==> config.mk <==
export PLATFORM = sky130hd
export DESIGN_NAME = sub_flag_stage
export DESIGN_NICKNAME = d
export VERILOG_FILES = /design/src/rtl/sub_flag_stage.sv
export SDC_FILE = /design/constraint.sdc
export NUM_CORES = 1
export LEC_CHECK = 0
export BUFFER_PORTS_ARGS = -buffer_cell sky130_fd_sc_hd__buf_2
export CELL_PAD_IN_SITES_DETAIL_PLACEMENT = 0
export CELL_PAD_IN_SITES_GLOBAL_PLACEMENT = 2
export CORE_ASPECT_RATIO = 1.4
export CORE_MARGIN = 3
export CORE_UTILIZATION = 31
export CTS_CLUSTER_DIAMETER = 120
export DETAILED_ROUTE_END_ITERATION = 10
export GPL_ROUTABILITY_DRIVEN = 0
export MAX_ROUTING_LAYER = met4
export PLACE_DENSITY = 0.85
export SYNTH_ARGS = -nofsm -noshare
export SYNTH_HDL_FRONTEND = slang
export SYNTH_SLANG_ARGS = --single-unit
==> constraint.sdc <==
create_clock -name clk -period 3.92 [get_ports clk]
set_clock_uncertainty 0.2 [all_clocks]
set_input_delay 0.784 -clock clk [delete_from_list [all_inputs] [get_ports clk]]
set_output_delay 0.784 -clock clk [all_outputs]
set_load 0.1 [all_outputs]
==> src/rtl/sub_flag_stage.sv <==
// Result stage behind the ripple subtractor: derives status flags, queues result+flags in a
// small circular FIFO with valid/ready on both sides, and counts signed-overflow pushes.
module sub_flag_stage #(
   parameter int WIDTH = 32,
   parameter int DEPTH = 2,
   parameter int CNT_W = 8
) (
   input  logic                   clk,
   input  logic                   rst,
   input  logic                   in_valid,
   output logic                   in_ready,
   input  logic [WIDTH-1:0]       sub_a,
   input  logic [WIDTH-1:0]       sub_b,
   input  logic [WIDTH-1:0]       sub_diff,
   input  logic                   sub_borrow,
   output logic                   out_valid,
   input  logic                   out_ready,
   output logic [WIDTH-1:0]       out_diff,
   output logic                   out_zero,
   output logic                   out_neg,
   output logic                   out_borrow,
   output logic                   out_ovf,
   output logic [$clog2(DEPTH):0] fill,
   output logic [CNT_W-1:0]       ovf_cnt,
   input  logic                   ovf_clr
);

   localparam int PW = $clog2(DEPTH);
   localparam int FW = PW + 1;
   localparam logic [FW-1:0] FULL = FW'(DEPTH);

   logic [PW-1:0]    wr_ptr, rd_ptr;
   logic [FW-1:0]    fill_r;
   logic [CNT_W-1:0] cnt_r;
   logic [WIDTH-1:0] mem_diff [DEPTH];
   logic [3:0]       mem_flg  [DEPTH];

   logic       push, pop;
   logic       in_ovf;
   logic [3:0] in_flags;

   function automatic logic [CNT_W-1:0] sat_inc(input logic [CNT_W-1:0] c);
      return (&c) ? c : c + CNT_W'(1);
   endfunction

   // Overflow only possible when operand signs differ; then the result must keep a's sign.
   assign in_ovf   = (sub_a[WIDTH-1] != sub_b[WIDTH-1]) && (sub_diff[WIDTH-1] != sub_a[WIDTH-1]);
   assign in_flags = {(sub_diff == '0), sub_diff[WIDTH-1], sub_borrow, in_ovf};

   assign in_ready  = (fill_r != FULL);
   assign out_valid = (fill_r != '0);
   assign push      = in_valid && in_ready;
   assign pop       = out_valid && out_ready;

   always_ff @(posedge clk or posedge rst) begin
      if (rst) begin
         wr_ptr <= '0;
         rd_ptr <= '0;
         fill_r <= '0;
         cnt_r  <= '0;
         for (int i = 0; i < DEPTH; i++) begin
            mem_diff[i] <= '0;
            mem_flg[i]  <= '0;
         end
      end else begin
         if (push) begin
            mem_diff[wr_ptr] <= sub_diff;
            mem_flg[wr_ptr]  <= in_flags;
            wr_ptr           <= wr_ptr + PW'(1);
         end
         if (pop)
            rd_ptr <= rd_ptr + PW'(1);
         case ({push, pop})
            2'b10:   fill_r <= fill_r + FW'(1);
            2'b01:   fill_r <= fill_r - FW'(1);
            default: fill_r <= fill_r;
         endcase
         // Clear wins over a same-cycle overflowing push.
         if (ovf_clr)
            cnt_r <= '0;
         else if (push && in_ovf)
            cnt_r <= sat_inc(cnt_r);
      end
   end

   assign out_diff   = mem_diff[rd_ptr];
   assign out_zero   = mem_flg[rd_ptr][3];
   assign out_neg    = mem_flg[rd_ptr][2];
   assign out_borrow = mem_flg[rd_ptr][1];
   assign out_ovf    = mem_flg[rd_ptr][0];
   assign fill       = fill_r;
   assign ovf_cnt    = cnt_r;

endmodule
# [After elaboration in Yosys (flattened, before gate mapping)]
# Index checks and enable logic that the tools add are counted.
# Widths: inputs -> output; s select.
[totals] ff_bits=84 inputBits=102 out_inout_bits=48 elab_cells=51
[classes] add_sub_neg=5 order_cmp=3 n_eq_ne=6 muxes=16 bitwise_logic=2 n_reduce_logical=11
[op_table] op="$mux 32" count=4
[op_table] op="$bwmux 64" count=1
[op_table] op="$demux 32 s1" count=1
[op_table] op="$logic_not 32->1" count=1
[op_table] op="$mux 8" count=3
[op_table] op="$mux 4" count=4
[op_table] op="$add 8x1->8 const B" count=1
[op_table] op="$bwmux 8" count=1
[op_table] op="$reduce_and 8->1" count=1
[op_table] op="$reduce_bool 2->1" count=3
[op_table] op="$logic_and 1x1->1" count=5
[op_table] op="$demux 4 s1" count=1
[op_table] op="$ge 2x2->1 const B" count=2
[op_table] op="$ne 2x2->1 const B" count=2
[op_table] op="$not 1->2" count=2
[op_table] op="$pmux 2 s2" count=1
[op_table] op="$add 1x1->1 const B" count=2
[op_table] op="$add 2x1->2 const B" count=1
[op_table] op="$eq 2x1->1 const B" count=1
[op_table] op="$eq 2x2->1 const B" count=1
[op_table] op="$lt 2x1->1 const B" count=1
[op_table] op="$ne 1x1->1" count=2
[op_table] op="$reduce_and 2->1" count=1
[op_table] op="$sub 2x1->2 const B" count=1

# [Logic depth before layout (Yosys ltp)]
[depth] word_depth=6 depth_mapped=6 ltp_nobuf=6

# [Worst setup path after synthesis]
# Ideal clock, no wire load.
[synth_timing] path_kind="register to output" from="register rd_ptr" to="output port out_ovf" arrival_ns=2.873 slack_ns=0.063 stages_incl_launch_ff=4 n_path_buf=2 cell_sequence="dfrtp_1 > clkbuf_1 > buf_2 > o21ai_0"
[synth_between] elab_chain_len=4
[synth_lines] element="from (decl)" line="32" source="logic [PW-1:0] wr_ptr, rd_ptr;"
[synth_lines] element="from (signal assigned)" line="72" source="rd_ptr <= rd_ptr + PW'(1);"
[synth_lines] element="$not 1->2 (not written as such)" line="90" source="assign out_ovf = mem_flg[rd_ptr][0];"
[synth_lines] element="$mux 4 (not written as such)" line="90"
[synth_lines] element="$mux 4 (2 in series)"
[synth_lines] element="to (decl)" line="22" source="output logic out_ovf,"
# No other way between the ends. The select of a mux whose other input is x is not followed.

# [Worst setup path after layout]
[layout_timing] from="register rd_ptr" to="output port out_diff[0]"
[layout_between] elab_chain_len=4
[layout_lines] element="$not 1->2 (not written as such)" line="86" source="assign out_diff = mem_diff[rd_ptr];"
[layout_lines] element="$mux 32 (not written as such) (3 in series)" line="86"
[layout_lines] element="to (decl)" line="18" source="output logic [WIDTH-1:0] out_diff,"
# No other way between the ends. The select of a mux whose other input is x is not followed.

==> results_dict.tcl <==
set metrics [dict create \
    synthCells 269 \
    rsz0062_at_grt "no" \
    crit_arrival_ns 2.08 \
    rows 47 \
    yosysUniqueCellTypes 37 \
    synth-seq-cells 82 \
    antenna_found_initial 0 \
    finalSetupViolCount 0 \
    dieHeight_um 137 \
    worstPathRequired_ns 2.94 \
    overflow 0 \
    clock.fmax_mhz 326 \
    endpoint_kind "primary output" \
    relSlewSlack 0.369 \
    vias_per_cell 4.84 \
    ys_warn_count 0 \
    htree_num_levels 3 \
    coreArea_um2 11900 \
    slowest_stage "dfrtp_2" \
    cp-start-kind "flop" \
    nNetsFinal 463 \
    die_w_um 99.2 \
    grt_pass1_vias 2579 \
    io_pins 150 \
    grt_pass1_wl_um 13300 \
    met2_length_um 4220 \
    tightestPinTransition_ns 0.947 \
    cts_sinks 82 \
    grtUsageTotal 0.128 \
    holdBufCountCts 0 \
    timing.critical_path.fanout_max 37 \
    wl_met3_um 356 \
    post-synth-top-count-cell "mux2_2" \
    period_minus_slack_ns 3.07 \
    cts-root-buf "clkbuf_16" \
    wl_per_cell_um 16.0 \
    cpPeakStageDelay_ns 0.98 \
    clk_latency_ns 0.32 \
    drtIter0Drc 53 \
    syn2layout_area_growth_pct 24.6 \
    finalHoldViolations 0 \
    post_cts_buffers 0 \
    cts_buffers 9 \
    synth_area_um2 3770 \
    critPathBufInv 1 \
    via_count 2475 \
    top_layer "met4" \
    synth.area.top_cells "dfrtp_1 (54%), mux2_2 (30%), nor4_1 (1.5%)" \
    die-area_um2 13600 \
    synth.top_cell.area_share 0.544 \
    grt_max_degree 49 \
    syn-num-nets 373 \
    min_period_over_period 0.782 \
    async_flop_share 1.00 \
    fin_tns_setup_ns 0 \
    drv_cap 0 \
    diodes 0 \
    synth_ff_type "dfrtp_1" \
    cp_top_family "flip-flops" \
    met1Wirelength_um 3510 \
    first_pass_iters 4 \
    drive_above_1_share 0.604 \
    post-route-drc-count 0 \
    path_clk_slew_ns 0.06 \
    status "completed" \
    fillers 1158 \
    cts_buffer_depth 2 \
    yosysSeqAreaShare 0.544 \
    cts_tree "built" \
    hold_class "flop to flop" \
    port_buffers 87 \
    dpl.hpwl_um 5790 \
    maxSlewViolCount 0 \
    path_cells "mux2_2 > buf_2" \
    wl_um 8180 \
    synth-edff-count 0 \
    cts_resized 0 \
    synth_area_per_cell_um2 14.0 \
    initial_core_util 0.318 \
    crit_type "flop to primary output" \
    yosysTopAreaCell "dfrtp_1" \
    synth_common_cells "mux2_2 (102), dfrtp_1 (82), nor4_1 (9), buf_2 (7), nand2_1 (7)" \
    ant_nets 0 \
]
registers in the layout, indices dropped and copies added, names as in the netlist:
signal	flops
mem_diff	62
mem_flg	8
ovf_cnt	8
fill	2
rd_ptr	1
wr_ptr	1
layer usage:
| layer | GRT usage | vias up |
|---|---|---|
| met5 | - | - |
| met4 | 0.0364 | 0 |
| met3 | 0.0316 | 6 |
| met2 | 0.209 | 53 |
| met1 | 0.160 | 1254 |
| li1 | - | 1162 |
stage by stage:
| stage | hold WS (ns) | instances | worst slack (ns) | instance area [µm²] | util |
|---|---|---|---|---|---|
| 6_report | 0.300 | 511 | 0.854 | 4700 | 0.396 |
| 5_1_grt | 0.314 | 511 | 0.736 | 4700 | 0.396 |
| 4_1_cts | 0.301 | 511 | 0.794 | 4700 | 0.396 |
| 3_5_place_dp | 0.283 | 495 | 1.17 | 4350 | 0.366 |
| 3_3_place_gp | 0.267 | 495 | 1.18 | 4350 | 0.366 |
| 2_1_floorplan | 0.250 | 269 | 0.0634 | 3770 | - |
kinds of logic (layout without fill, tap and decap cells):
group                    after synthesis  count (layout)  synth area share
adder cells (fa/ha/maj)                2               2           0.00663
XOR/XNOR                               5               5            0.0116
flip-flops                            82              82             0.544
buffers and inverters                 18             113            0.0272
AO/OA/AOI/OAI                         17              17            0.0338
AND/OR/NAND/NOR                       41              41            0.0673
multiplexers                         104             104             0.310
cells in the final DEF, fill, tap and decap left out, drive strengths merged, types with 3 or more instances in the layout:
cell type	count
mux2	102
nand2	7
dfrtp	82
o21ai	4
buf	92
bufinv	3
clkbuf	12
nor4	9
nor2	6
a21oi	4
inv	4
xnor2	3
nand4	4
final timing paths:
| kind | depth (start not counted) | from | endpoint | slack, ns |
|---|---|---|---|---|
| max reg2reg | 5 | fill[0] | mem_diff[39] | 1.53 |
| max in group asynchronous | 3 | rst | mem_flg[4] | 2.37 |
| max | 2 | rd_ptr | out_diff[0] | 0.85 |
| min | 1 | mem_flg[1] | mem_flg[1] | 0.30 |
| min reg2reg | 1 | mem_flg[1] | mem_flg[1] | 0.30 |
| min in group asynchronous | 2 | rst | ovf_cnt[6] | 0.39 |
layout make-up:
class | count | area [µm²] | area share
tap | 147 | 184 | 0.0391
multi-input combinational | 169 | 1620 | 0.344
sequential | 82 | 2050 | 0.437
inverter | 5 | 20.0 | 0.00426
clock inverter | 4 | 97.6 | 0.0208
timing repair buffer | 92 | 473 | 0.101
clock buffer | 12 | 256 | 0.0545
Power is left out: the tool's default activity adds up to more than one toggle a clock period on the data nets, which glitch-free logic cannot reach.
